==> config.mk <==
export PLATFORM = sky130hd
export DESIGN_NAME = truth_table_sequencer_flat
export DESIGN_NICKNAME = d
export VERILOG_FILES = /design/src/rtl/truth_table_sequencer_pkg.sv /design/src/rtl/truth_table_sequencer_if.sv /design/src/rtl/truth_table_sequencer_settle.sv /design/src/rtl/truth_table_sequencer.sv /design/src/flat_wrapper.sv
export SDC_FILE = /design/constraint.sdc
export NUM_CORES = 1
export LEC_CHECK = 0
export BUFFER_PORTS_ARGS = -buffer_cell sky130_fd_sc_hd__buf_2
export CELL_PAD_IN_SITES_DETAIL_PLACEMENT = 0
export CELL_PAD_IN_SITES_GLOBAL_PLACEMENT = 1
export CORE_ASPECT_RATIO = 0.8
export CORE_MARGIN = 3
export CORE_UTILIZATION = 40
export CTS_CLUSTER_SIZE = 14
export DETAILED_ROUTE_END_ITERATION = 6
export GPL_TIMING_DRIVEN = 0
export PLACE_DENSITY = 0.82
export SLEW_MARGIN = 0
export SYNTH_ARGS = -nofsm -noshare
export SYNTH_HDL_FRONTEND = slang
export SYNTH_HIERARCHICAL = 1
export SYNTH_SLANG_ARGS = --single-unit
==> constraint.sdc <==
create_clock -name clk -period 3 [get_ports clk]
set_input_delay 0.15 -clock clk [delete_from_list [all_inputs] [get_ports clk]]
set_output_delay 0.15 -clock clk [all_outputs]
set_load 0.02 [all_outputs]
==> src/rtl/truth_table_sequencer_pkg.sv <==
// truth_table_sequencer_pkg: shared FSM states and constants for the truth-table sequencer.
package truth_table_sequencer_pkg;
    typedef enum logic [1:0] {IDLE, DRIVE, SAMPLE, DONE} state_t;
    localparam int N_IN_DEF = 3;
    localparam int NVEC = 2 ** N_IN_DEF;
    // f = NOR(XOR(x,y),z) with x on the vector MSB is true only for 000 and 110
    localparam logic [NVEC-1:0] SOLVE_TT = 8'h41;
endpackage

==> src/rtl/truth_table_sequencer_if.sv <==
// truth_table_sequencer_if: control, result and function-unit signals of the sequencer.
interface truth_table_sequencer_if
    import truth_table_sequencer_pkg::*;
#(
    parameter int N_IN = N_IN_DEF
);
    logic                  start;
    logic                  abort;
    logic [2**N_IN-1:0]    expected;
    logic [N_IN-1:0]       dut_data;
    logic                  dut_f;
    logic                  busy;
    logic                  done;
    logic [2**N_IN-1:0]    tt;
    logic                  result_valid;
    logic                  match;
    logic [N_IN:0]         err_count;
    logic [N_IN-1:0]       first_err;
    modport master (
        output start, abort, expected, dut_f,
        input  dut_data, busy, done, tt, result_valid, match, err_count, first_err
    );
    modport slave (
        input  start, abort, expected, dut_f,
        output dut_data, busy, done, tt, result_valid, match, err_count, first_err
    );
endinterface

==> src/rtl/truth_table_sequencer_settle.sv <==
// truth_table_sequencer_settle: SETTLE-cycle down-counter; expire is high on the last held cycle.
module truth_table_sequencer_settle #(
    parameter int SETTLE = 1
) (
    input  logic clk,
    input  logic rst,
    input  logic load,
    output logic expire
);
    localparam int W = SETTLE > 1 ? $clog2(SETTLE) : 1;
    logic [W-1:0] cnt;
    always_ff @(posedge clk) begin
        if (rst) cnt <= '0;
        else if (load) cnt <= W'(SETTLE - 1);
        else if (cnt != '0) cnt <= cnt - 1'b1;
    end
    assign expire = cnt == '0;
endmodule

==> src/rtl/truth_table_sequencer.sv <==
// truth_table_sequencer: sweeps all input vectors, samples the function unit and grades it against a golden table.
module truth_table_sequencer
    import truth_table_sequencer_pkg::*;
#(
    parameter int N_IN   = 3,
    parameter int SETTLE = 1
) (
    input logic clk,
    input logic rst,
    truth_table_sequencer_if.slave bus
);
    localparam int NV = 2 ** N_IN;
    state_t state, state_n;
    logic [N_IN-1:0] idx, ferr_q;
    logic [NV-1:0] exp_q, tt_q;
    logic [N_IN:0] err_q;
    logic rv_q, expire, load, last, miss, accept, stop;
    assign last   = &idx;
    assign accept = state == IDLE && bus.start;
    assign stop   = bus.abort && (state == DRIVE || state == SAMPLE);
    assign miss   = bus.dut_f != exp_q[idx];
    truth_table_sequencer_settle #(.SETTLE(SETTLE)) u_settle (
        .clk(clk), .rst(rst), .load(load), .expire(expire)
    );
    always_comb begin
        state_n = stop ? IDLE :
                  state == IDLE   ? (bus.start ? DRIVE : IDLE) :
                  state == DRIVE  ? (expire ? SAMPLE : DRIVE) :
                  state == SAMPLE ? (last ? DONE : DRIVE) : IDLE;
        load = state_n == DRIVE && state != DRIVE;
    end
    always_ff @(posedge clk) begin
        if (rst) state <= IDLE;
        else state <= state_n;
    end
    // abort keeps the partial table but returns the vector to 0
    always_ff @(posedge clk) begin
        if (rst) begin
            {idx, exp_q, tt_q, err_q, ferr_q, rv_q} <= '0;
        end else if (stop) begin
            idx <= '0;
        end else if (accept) begin
            exp_q <= bus.expected;
            idx   <= '0;
            tt_q  <= '0;
            err_q <= '0;
            ferr_q <= '0;
            rv_q  <= 1'b0;
        end else if (state == SAMPLE) begin
            tt_q[idx] <= bus.dut_f;
            if (miss) begin
                err_q <= err_q + 1'b1;
                if (err_q == '0) ferr_q <= idx;
            end
            if (last) rv_q <= 1'b1;
            else idx <= idx + 1'b1;
        end
    end
    assign bus.dut_data     = idx;
    assign bus.busy         = state == DRIVE || state == SAMPLE;
    assign bus.done         = state == DONE;
    assign bus.tt           = tt_q;
    assign bus.result_valid = rv_q;
    assign bus.match        = rv_q && err_q == '0;
    assign bus.err_count    = err_q;
    assign bus.first_err    = ferr_q;
endmodule

==> src/flat_wrapper.sv <==
// flat-port wrapper written by rule: the top's interface ports become plain ports
module truth_table_sequencer_flat import truth_table_sequencer_pkg::*;
#(
    parameter int N_IN   = 3,
    parameter int SETTLE = 1
)
  (clk, rst, bus_start, bus_abort, bus_expected, bus_dut_f, bus_dut_data, bus_busy, bus_done, bus_tt, bus_result_valid, bus_match, bus_err_count, bus_first_err);
  truth_table_sequencer_if #(.N_IN(N_IN)) bus_i ();
  input logic clk;
  input logic rst;
  input wire logic [$bits(bus_i.start)-1:0] bus_start;
  input wire logic [$bits(bus_i.abort)-1:0] bus_abort;
  input wire logic [$bits(bus_i.expected)-1:0] bus_expected;
  input wire logic [$bits(bus_i.dut_f)-1:0] bus_dut_f;
  output wire logic [$bits(bus_i.dut_data)-1:0] bus_dut_data;
  output wire logic [$bits(bus_i.busy)-1:0] bus_busy;
  output wire logic [$bits(bus_i.done)-1:0] bus_done;
  output wire logic [$bits(bus_i.tt)-1:0] bus_tt;
  output wire logic [$bits(bus_i.result_valid)-1:0] bus_result_valid;
  output wire logic [$bits(bus_i.match)-1:0] bus_match;
  output wire logic [$bits(bus_i.err_count)-1:0] bus_err_count;
  output wire logic [$bits(bus_i.first_err)-1:0] bus_first_err;
  assign bus_i.start = bus_start;
  assign bus_i.abort = bus_abort;
  assign bus_i.expected = bus_expected;
  assign bus_i.dut_f = bus_dut_f;
  assign bus_dut_data = bus_i.dut_data;
  assign bus_busy = bus_i.busy;
  assign bus_done = bus_i.done;
  assign bus_tt = bus_i.tt;
  assign bus_result_valid = bus_i.result_valid;
  assign bus_match = bus_i.match;
  assign bus_err_count = bus_i.err_count;
  assign bus_first_err = bus_i.first_err;
  truth_table_sequencer #(.N_IN(N_IN), .SETTLE(SETTLE)) u_core (.clk(clk), .rst(rst), .bus(bus_i));
endmodule
# Word-level counts from Yosys, hierarchy flattened
# Cells that the tools add are included.
# word_totals
in_bits	13
elab_cells	67
reg_bits	30
output_inout_bits	22
# op_classes
n_reduce_logical	21
add_sub_neg	3
n_lt_le_gt_ge	2
bitwise_logic	3
n_eq_ne	6
mux	24
# ops
operator	n
$mux 8	2
$mux 2	6
$mux 3	4
$mux 4	3
$reduce_and 3->1	3
$bwmux 8	1
$reduce_bool 2->1	4
$mux 1	6
$reduce_and 2->1	3
$reduce_or 3->1	2
$logic_and 1x1->1	5
$add 4x1->4 const B	1
$eq 2x1->1 const B	2
$eq 2x2->1 const B	2
$logic_not 4->1	1
$lt 3x4->1 const B	1
$reduce_and 4->1	1
$add 3x1->3 const B	1
$bmux 1 s3	1
$demux 1 s3	1
$ge 3x1->1 const B	1
$not 1->1	3
$logic_not 2->1	1
$ne 2x1->1 const B	1
other kinds (3)	3

# Longest topological paths before layout
# Gate-level depths: netlist (run 1).
# depth
ltp_word	9
ltp_mapped	8
mapped_depth_nobuf	7

# Modules after synthesis
# Netlist (run 1), hierarchy kept.
# by_module_without_submodules
module	seq_area_each_um2	cells_per_inst	area_each_um2	n_inst
truth_table_sequencer	580.6	186	1488.9	1
truth_table_sequencer_settle	20.0	3	27.5	1

# Least setup slack after synthesis (run 1)
# No wires, ideal clock.
# synth_path
path_kind	register -> register
from	register u_core.idx[0], in the netlist u_core/bus.dut_data[0]
to	register u_core.err_q[2], in the netlist u_core/bus.err_count[2]
arrival_ns	2.024
setup_ns	0.059
path_slack_ns	0.917
synth_period_minus_slack_ns	2.083
n_path_buf	1
required_ns	2.941
path_stages_with_launch	7
cell_sequence	dfxtp_1 -> buf_6 -> mux4_2 -> mux2i_4 -> mux2i_1 -> or4b_1 -> nand2_1
# synth_via
elab_chain_cells	5
# synth_rtl
item	line	text
start, declared	truth_table_sequencer.sv:14	logic [N_IN-1:0] idx, ferr_q;
start signal, assigned	truth_table_sequencer.sv:56	else idx <= idx + 1'b1;
$bmux 1 s3	truth_table_sequencer.sv:21	assign miss = bus.dut_f != exp_q[idx];
$mux 1 (not written as such)	truth_table_sequencer.sv:21	
$ne 1x1->1	truth_table_sequencer.sv:21	
$reduce_bool 2->1 (no line)	--	
$reduce_and 3->1 (no line)	--	
end signal, assigned	truth_table_sequencer.sv:52	err_q <= err_q + 1'b1;
end, declared	truth_table_sequencer.sv:16	logic [N_IN:0] err_q;
# Every way passes these cells. The select of a mux whose other input is x is not followed.
# A chain may end at the register's enable or synchronous reset.

# Worst setup path in the final report (run 1)
# layout_path
from	register u_core.state[0]
to	register u_core.err_q[2], in the netlist u_core/bus.err_count[2]
# layout_via
elab_chain_cells	5
word_cells_on_any_way	11
cone_classes	eq/ne: 2; mux: 1; bitwise: 1; reduce/logical: 7
# layout_rtl
item	line	text
start, declared	truth_table_sequencer.sv:13	state_t state, state_n;
start signal, assigned	truth_table_sequencer.sv:34	else state <= state_n;
$eq 2x1->1 / $eq 2x2->1 (equally long branches)	truth_table_sequencer.sv:20, truth_table_sequencer.sv:49	
$logic_or 1x1->1	truth_table_sequencer.sv:20	assign stop = bus.abort && (state == DRIVE || state == SAMPLE);
$logic_and 1x1->1	truth_table_sequencer.sv:20	
$not 1->1 (no line)	--	
$reduce_and 3->1 (no line)	--	
# Several ways; a longest one is shown, not always the timed one.

==> key figures, run 1 <==
Clock tree
  • CTS tree: done
  • Clock Path Buffers: 2
  • Clk_lat worst skew: approximately 270 ps
  • Root Driver: clkbuf_8
  • TritonCTS buffer count: 5
  • Worst-path clk slew: 60 ps
  • Clock sinks: 30
  • Htree depth: 2
  • Post-CTS sizing: 0
  • Hold buffer count at CTS: 0
  • Total setup buffers inserted after CTS: 0

Die
  • I/O Pins: 35
  • Initial core utilization: 42.7%
  • Die area: 4540 µm²
  • Die Y-Extent: 60.8 µm
  • Core Rows: 19
  • Core area: 3520 µm²
  • Die X-Extent: 74.6 µm

Cells and area
  • Final Net Count: 247
  • Antenna cells: 0
  • Final non-filler cell total: 267
  • Area growth from synthesis to layout: 19.6%
  • Share of cells above drive strength 1: 20.0%

Flow run
  • Reported max-cap violation count: 0

STA
  • Normalized max-slew margin: 61.1%
  • Final Hold Slack: 116 ps
  • Fin crit period: 2290 ps
  • Tcrit/Tclk final: around 76%
  • RSZ-0062 raised after global routing: no
  • Max Fclk: 0.437 GHz
  • Final hold vios: 0
  • TNS Setup: 0 ps
  • Final setup vio count: 0
  • Final Skew: 3.66 ps
  • Final Slew Violations: 0
  • Worst-Margin Slew: 581 ps

Pwr
  • Net Sw Power: just over 200 µW
  • Clk network pwr share: a little under two fifths
  • Leak: 0.000764 µW
  • Internal: 622 µW
  • Comb pwr share: 11.7%
  • Reg power frac: 50.5%
  • Peak VDD IR: 0.311 mV
  • Pwr/cell area: 458 nW/µm²
  • Sw frac: 24.5%

Min path
  • Hold crit path type: input port to flip-flop

Logic synthesis
  • Post-Synthesis Cells: 187
  • Synth Area per Inst: approximately 8.0 µm²
  • Synth Net Count: between 200 and 250
  • Cell Area, Synth: 1500 µm²
  • Yosys warnings: 6

Placement
  • Final GP Congestion: 0.784
  • Post-DP HPWL: 2.50 mm
  • Port bufs: 32
  • Inst Count DP: 261

Route
  • DRC: 0
  • Initial DRC Count: between 80 and 90
  • Post-DR vias/cell: 4.98
  • Drt wl/cell: 12.4 µm
  • WL final: between 3 and 4 mm
  • DRT Pass-1 Iters: 4
  • Vias: 1330
  • Routed Antenna Nets: 0

GRT
  • GRT met2 Usage: 23.0%
  • First-pass GRT wire length: 5.54 mm
  • GRT Util Overall: 16.1%
  • Aggregate global routing overflow: 0
  • Largest net degree at the start of global routing: 11
  • Vias in the first global route: approximately 1200
  • GR Util met1: around 23%
  • Antenna violations before repair: 0
  • GR Layer Usage met3: 4.64%
  • Gr busiest metal: met2

Worst setup path
  • CP max FO: 10
  • WP data arrival: 2510 ps
  • Endpoint class of the critical path: flip-flop
  • Critical path required time: 3220 ps
  • Crit Path Class: flip-flop to flip-flop
  • CP startpoint kind: flip-flop

Status
  • Outcome: complete, no violations
## placed cells by master, fill, tap and decap left out
cell type / count
conb_1: 1
or3_1: 2
nand2b_1: 4
a31oi_1: 1
mux2i_1: 7
ha_1: 8
and2_1: 3
o21ai_1: 1
mux2i_4: 1
nand4_1: 4
a21boi_1: 1
buf_1: 1
clkbuf_8: 6
nor2_1: 13
nand2_1: 38
nor3_1: 3
nor3b_1: 2
mux4_2: 2
buf_6: 1
a31o_2: 1
xnor2_1: 1
and3b_1: 1
nand3b_1: 1
or4b_1: 1
o21a_1: 1
nand3_1: 7
inv_1: 7
dfxtp_1: 30
inv_2: 1
buf_2: 33
nor4_1: 1
clkbuf_1: 9
o211ai_1: 1
a21oi_1: 23
o21ai_0: 7
nor2b_1: 1
## per-stage QoR
stage / power, µW / worst slack, ps / area (µm²) / utilization, %
after floorplan: 494 / 917 / 1500 / -
after global placement: 522 / 724 / 1720 / 48.8
after detailed placement: 522 / 757 / 1720 / 48.8
after CTS: 835 / 726 / 1800 / 51.1
after global routing: 864 / 517 / 1800 / 51.1
final: 824 / 711 / 1800 / 51.1
## critical path, cell delays in order (launching register included)
cell and delay [ps]:
dfxtp_1 360, inv_1 70, ha_1 300, and2_1 120
clkbuf_1 330, nor2_1 250, nor2_1 260, or4b_1 460
nand2_1 70
## state kept, by name, indices dropped and copies added (netlist names)
| signal | cells |
|---|---|
| u_core/bus.first_err | 3 |
| u_core/bus.result_valid | 1 |
| u_core/bus.err_count | 4 |
| u_core/bus.tt | 8 |
| u_core/bus.dut_data | 3 |
| u_core/exp_q | 8 |
| u_core/u_settle/cnt | 1 |
| u_core/state | 2 |
## power by group through the flow
stage | combinational, µW | clock (µW) | sequential [µW]
detailed placement | 96.9 | 0 | 425
global placement | 96.7 | 0 | 425
global route | 108 | 339 | 417
floorplan | 68.5 | 0 | 426
CTS | 97.0 | 322 | 416
finish | 96.7 | 311 | 416
## routing by layer
metal  vias to the layer above  share of wire (%)  routed length (µm)
met4                         0                1.1                  35
met3                         4                5.0                 166
met2                        29                 41                1360
met1                       594                 53                1760
met5                         -                  0                   0
li1                        703                  -                   -
## area by class of cell
class | count | area [µm²]
fillers | 344 | 1720
inverters | 8 | 30.0
plain buffers | 12 | 53.8
flip-flops and latches | 30 | 601
clock buffers | 6 | 82.6
well taps | 42 | 52.6
repair buffers | 32 | 160
multi-input cells | 137 | 820
## path summary, 6_finish.rpt
| path | startpoint | end | slack [ps] | cells after the start |
|---|---|---|---|---|
| worst min register to register | u_core/exp_q[1] | u_core/exp_q[1] | 450 | 2 |
| worst max-delay path | u_core/state[0] | u_core/bus.err_count[2] | 710 | 8 |
| worst max register to register | u_core/state[0] | u_core/bus.err_count[2] | 710 | 8 |
| worst min-delay path | bus_expected[7] | u_core/exp_q[7] | 120 | 3 |
(Power assumes the default switching activity.)
==> run 2: changes to the inputs <==
ABC_AREA = 1   (was not set)
CORE_UTILIZATION = 34   (was 40)
PLACE_DENSITY = 0.75   (was 0.82)
clock period = 1.9 ns   (was 3 ns; I/O delays follow)
==> run 2 against run 1 <==
Compared with the run above:
- worst setup slack got worse by 560 ps
- combinational power increased by 130%
- sequential share of layout area decreased by 2.7 points
- global-route usage decreased by 1.7 points
- power increased by 72%
- synthesized area increased by 7.1%
- first-iteration DRC count increased by 43%
==> key figures, run 2 <==
Logic synthesis
  • Cell Area, Synth: 1610 µm² (+7.1%)
  • Yosys warnings: 6 (unchanged)
  • Synth Area per Inst: 7.39 µm² (-8.2%)
  • Synth Net Count: 239 (+15%)
  • Post-Synthesis Cells: 218 (+17%)

Clock tree
  • Clk_lat worst skew: 280 ps (about the same)
  • Clock Path Buffers: 2 (unchanged)
  • Clock sinks: 30 (unchanged)
  • TritonCTS buffer count: 5 (unchanged)
  • Root Driver: clkbuf_8
  • Htree depth: 2 (unchanged)
  • Hold buffer count at CTS: 0 (unchanged)
  • Worst-path clk slew: 60 ps (about the same)
  • CTS tree: done

Cells and area
  • Antenna cells: 0 (unchanged)
  • Multi-input logic area: 865 µm² (+5.5%)
  • # fillers: 487 (+42%)
  • Register Area: 602 µm² (+0.21%)
  • Share of cells above drive strength 1: 25.4% (+5.4 points)
  • Commonest non-fill, non-tap cell in the layout: nand2_1
  • Most frequent cells in the layout: nand2_1, buf_2, dfxtp_1, inv_1, a21oi_1
  • Area growth from synthesis to layout: 21.8%
  • Final Net Count: 280 (+13%)
  • Final Util: 45.0% (-6.2 points)

Pwr
  • Tot Pwr: 1420 µW (+72%)
  • Leak: 0.000880 µW (+15%)
  • Net Sw Power: 388 µW (+92%)
  • Reg power frac: 47.5% (-3.0 points)
  • Peak VDD IR: 0.390 mV (+26%)
  • Internal: 1030 µW (+65%)
  • Comb pwr share: 15.5% (+3.8 points)
  • Sw frac: 27.4% (+2.9 points)
  • Clk network pwr share: 37.1% (-0.6 points)
  • Pwr/cell area: 722 nW/µm² (+58%)

GRT
  • Antenna violations before repair: 0 (unchanged)
  • First-pass GRT wire length: 6.41 mm (+16%)
  • GRT Util Overall: 14.4% (-1.7 points)
  • Vias in the first global route: 1380 (+16%)
  • Largest net degree at the start of global routing: 11 (unchanged)
  • Aggregate global routing overflow: 0 (unchanged)

Route
  • Drt wl/cell: 11.7 µm (-5.4%)
  • Initial DRC Count: 123 (+43%)
  • DRC: 0 (unchanged)
  • Vias: 1472 (+11%)
  • Highest metal used: met4
  • Metal2 WL: 1.59 mm (+17%)
  • DRT Pass-1 Iters: 4 (unchanged)
  • WL final: 3.72 mm (+12%)
  • Met1 WL: 1.95 mm (+11%)
  • Post-DR vias/cell: 4.64 (-6.8%)
  • Routed Antenna Nets: 0 (unchanged)
  • Met3 WL: 162 µm (-2.4%)

STA
  • Tcrit/Tclk final: 92.1% (+16 points)
  • Final setup vio count: 0 (unchanged)
  • Fin crit period: 1750 ps (-538 ps)
  • Max Fclk: 0.571 GHz (+31%)
  • Final hold vios: 0 (unchanged)
  • Final Skew: 4.43 ps (+0.765 ps)
  • Final Slew Violations: 0 (unchanged)
  • RSZ-0062 raised after global routing: no

Worst setup path
  • WP data arrival: 1910 ps (-600 ps)
  • Worst r2r src: u_core/state[0]
  • CP max FO: 10 (unchanged)
  • Crit Path Class: flip-flop to flip-flop
  • Critical path required time: 2060 ps (-1160 ps)
  • CP startpoint kind: flip-flop
  • Worst R2R Path Depth: 9 (+1)
  • Critical R2R Capture: u_core/bus.first_err[1]
  • Endpoint class of the critical path: flip-flop
  • R2R Setup Slk: 150 ps (-560 ps)

Min path
  • Hold crit path type: input port to flip-flop
  • Worst Hold Depth: 3 (unchanged)
  • Hold Crit Start: bus_expected[3]
  • Hold Path End: u_core/exp_q[3]

Die
  • Die X-Extent: 82.9 µm (+11%)
  • Initial core utilization: 36.9% (-5.8 points)
  • Die Y-Extent: 67.6 µm (+11%)
  • Core Rows: 21 (+2)
  • Die area: 5600 µm² (+24%)
  • I/O Pins: 35 (unchanged)
  • Core area: 4360 µm² (+24%)

Status
  • Outcome: complete, no violations

Placement
  • Post-DP HPWL: 2.82 mm (+13%)
  • Port bufs: 33 (+3.1%)
  • Final GP Congestion: 0.759 (-3.2%)

Flow run
  • Reported max-cap violation count: 0 (unchanged)
run 2: how the worst max path moves through the flow:
stage | from | endpoint | slack [ps] | cells past startpoint
after global routing | u_core/state[0] | u_core/bus.first_err[1] | 0.8 | 9
after detailed placement | u_core/state[0] | u_core/bus.first_err[1] | -70 | 10
after global placement | u_core/state[0] | u_core/bus.first_err[1] | -70 | 10
after CTS | u_core/state[0] | u_core/bus.first_err[1] | 4 | 10
after floorplan | u_core/state[0] | u_core/bus.err_count[0] | 140 | 10
final | u_core/state[0] | u_core/bus.first_err[1] | 150 | 9
run 2: layout make-up:
cell class | count | share of cell area [%]
plain buffers | 4 | 1.79
clock buffers | 7 | 4.40
clock inverters | 1 | 0.255
inverters | 31 | 6.32
multi-input cells | 153 | 44.1
flip-flops and latches | 30 | 30.7
well taps | 57 | 3.64
repair buffers | 34 | 8.81
run 2: metrics by stage:
step	std cells	hold slack [ps]	setup WS (ps)	cell area, µm²	TNS, ps
3_5_place_dp	308	325	-72.0	1850	-374
5_1_grt	317	47.3	0.788	1960	0
3_3_place_gp	308	322	-73.8	1850	-404
2_1_floorplan	218	230	138	1610	0
4_1_cts	317	38.4	4.47	1950	0
6_report	317	39.2	149	1960	0
run 2: critical path: stages (launching register included):
cell	delay (ps)
dfxtp_2	330
inv_1	70
ha_1	250
nand2_4	140
inv_1	240
nor2_4	70
a21oi_4	260
nand4_1	140
nand2_1	90
nor2_1	40
run 2: layer usage:
metal  track usage [%]  vias up
li1                  -      785
met5                 0        -
met3              4.27        4
met1              19.9      658
met2              21.6       25
met4              4.29        0
run 2: power by group through the flow:
stage | clock network (µW) | registers (µW) | logic, µW
final | 524 | 671 | 219
after global routing | 568 | 674 | 250
after CTS | 535 | 672 | 218
after detailed placement | 0 | 685 | 213
after global placement | 0 | 684 | 212
after floorplan | 0 | 695 | 144
run 2: timing repair:
| item | 4_1_cts | 5_1_grt |
|---|---|---|
| setup buffers | 1 | 0 |
| resized for setup | 2 | 4 |
| endpoints found under the setup margin | 9 | 13 |
| pin swaps | 1 | 2 |
==> run 3: changes to the inputs <==
CORE_MARGIN = not set   (was 3)
==> run 3 against run 2 <==
Compared with the run above:
- flip-flop and latch count stayed put
- non-clock buffer count rose by 2
- worst hold slack is essentially flat
- cell count grew 0.32%
- core utilization hardly changed
- global-route usage rose by 1.3 points
- combinational power hardly changed
- fmax grew 1.2%
- register-to-register slack improved by 20 ps
- first-iteration DRC count decreased by 63%
- cell area about the same
- largest power group unchanged
==> key figures, run 3 (synthesized netlist as in run 2, its figures left out) <==
GRT
  • Antenna violations before repair: 0 (unchanged)
  • First-pass GRT wire length: 6.02 mm (-6.0%)
  • Aggregate global routing overflow: 0 (unchanged)
  • GRT Util Overall: 15.7% (+1.3 points)
  • Largest net degree at the start of global routing: 11 (unchanged)
  • Vias in the first global route: 1287 (-6.7%)

Worst setup path
  • Crit Path Class: flip-flop to flip-flop
  • Worst Path Buf+Inv: 2 (unchanged)
  • CP max FO: 10 (unchanged)
  • CP delay by family, top: simple AND/OR/NAND/NOR gates
  • Endpoint class of the critical path: flip-flop
  • Cell mode on critical path: inv_1
  • CP startpoint kind: flip-flop
  • CP Cell Sequence: inv_1 -> ha_1 -> nand2_4 -> inv_1 -> nor2_4 -> a21oi_4 -> nand4_1 -> nand2_1 -> nor2_1
  • CP peak stage delay: 330 ps (about the same)
  • Critical-path top delay cell: dfxtp_2
  • Critical path required time: 2070 ps (about the same)
  • WP data arrival: 1900 ps (about the same)

STA
  • Final WS setup: 170 ps (+20.3 ps)
  • RSZ-0062 raised after global routing: no
  • Fin crit period: 1730 ps (-20.3 ps)
  • Final setup vio count: 0 (unchanged)
  • Tcrit/Tclk final: 91.1% (-1.1 points)
  • Final Skew: 2.54 ps (-1.88 ps)
  • Final Slew Violations: 0 (unchanged)
  • Final Hold Slack: 39.3 ps (+0.184 ps)
  • Final hold vios: 0 (unchanged)
  • Max Fclk: 0.578 GHz (+1.2%)

Placement
  • Post-DP HPWL: 2.63 mm (-6.7%)
  • Port bufs: 33 (unchanged)
  • Inst Count DP: 308 (unchanged)
  • Final GP Congestion: 0.793 (+4.4%)
  • Pre-CTS WS: -51.1 ps (+20.9 ps)

Route
  • DRC: 0 (unchanged)
  • Initial DRC Count: 46 (-63%)
  • Routed Antenna Nets: 0 (unchanged)
  • WL final: 3.54 mm (-4.8%)
  • DRT Pass-1 Iters: 5 (+1)
  • Post-DR vias/cell: 4.62 (-0.59%)
  • Drt wl/cell: 11.1 µm (-5.1%)
  • Vias: 1468 (-0.27%)

Cells and area
  • # fillers: 500 (+2.7%)
  • Final Net Count: 282 (+0.71%)
  • Antenna cells: 0 (unchanged)
  • Final non-filler cell total: 318 (+0.32%)
  • Share of cells above drive strength 1: 25.7% (+0.29 points)
  • Area growth from synthesis to layout: 21.8% (about the same)
  • Commonest non-fill, non-tap cell in the layout: nand2_1
  • Most frequent cells in the layout: nand2_1, buf_2, inv_1, dfxtp_1, a21oi_1

Clock tree
  • Clock Path Buffers: 2 (unchanged)
  • Root Driver: clkbuf_8
  • TritonCTS buffer count: 5 (unchanged)
  • Hold buffer count at CTS: 0 (unchanged)
  • Htree depth: 2 (unchanged)
  • CTS tree: done
  • Worst-path clk slew: 60 ps (about the same)
  • Clk_lat worst skew: 280 ps (about the same)
  • Clock sinks: 30 (unchanged)

Die
  • Die area: 5020 µm² (-10%)
  • I/O Pins: 35 (unchanged)
  • Initial core utilization: 36.9% (unchanged)
  • Die X-Extent: 78.9 µm (-4.8%)
  • Core Rows: 21 (unchanged)
  • Die Y-Extent: 63.6 µm (-5.9%)
  • Core area: 4360 µm² (unchanged)

Status
  • Outcome: complete, no violations

Pwr
  • Leak: 0.000880 µW (about the same)
  • Peak VDD IR: 0.332 mV (-15%)
  • Pwr/cell area: 696 nW/µm² (-3.5%)
  • Tot Pwr: 1370 µW (-3.5%)

Flow run
  • Reported max-cap violation count: 0 (unchanged)

Min path
  • Hold crit path type: input port to flip-flop
-- run 3: power breakdown --
| group | internal [µW] | switching [µW] | total (µW) | leakage, µW |
|---|---|---|---|---|
| Clock | 251 | 221 | 473 | 0.0000383 |
| Combinational | 80.2 | 142 | 222 | 0.000596 |
| Sequential | 658 | 12.8 | 671 | 0.000246 |
| Total | 990 | 376 | 1370 | 0.000880 |
-- run 3: worst reg2reg max path: cells and delay by family, from the launching register on --
kind	cells	cell delay [ps]
fa+ha+maj	1	230
buf+inv	2	320
compound gates	1	250
simple gates	5	480
flops	1	330
-- run 3: cell type report --
cell class | instances | area [µm²] | area share (%)
multi-input combinational | 153 | 865 | 44.1
sequential | 30 | 603 | 30.7
buffer | 4 | 35.0 | 1.79
inverter | 31 | 124 | 6.31
timing repair buffer | 36 | 188 | 9.57
clock buffer | 7 | 76.3 | 3.89
tap | 57 | 71.3 | 3.64
-- run 3: layer usage --
layer / global-route usage [%] / routed length [µm]
met1: 22.4 / 1940
met2: 20.7 / 1370
met3: 4.20 / 155
met4: 8.86 / 76
met5: 0 / 0
-- run 3: final timing paths --
kind              startpoint                       to  slack (ps)  cells after the start
max          u_core/state[0]  u_core/bus.first_err[1]         170                      9
max reg2reg  u_core/state[0]  u_core/bus.first_err[1]         170                      9
min reg2reg  u_core/exp_q[6]          u_core/exp_q[6]         450                      2
min          bus_expected[3]          u_core/exp_q[3]          40                      3
-- run 3: repair_timing --
| item | in CTS | in global routing |
|---|---|---|
| pin swaps | 0 | 3 |
| gates resized for setup | 2 | 8 |
| buffers inserted | 0 | 3 |
| endpoints found under the setup margin | 10 | 20 |
-- run 3: per-stage QoR --
stage	utilization (%)	area, µm²	setup TNS [ps]
floorplan	-	1610	0
global placement	42.3	1850	-552
detailed placement	42.3	1850	-327
CTS	44.2	1930	0
global route	45.0	1960	0
finish	45.0	1960	0
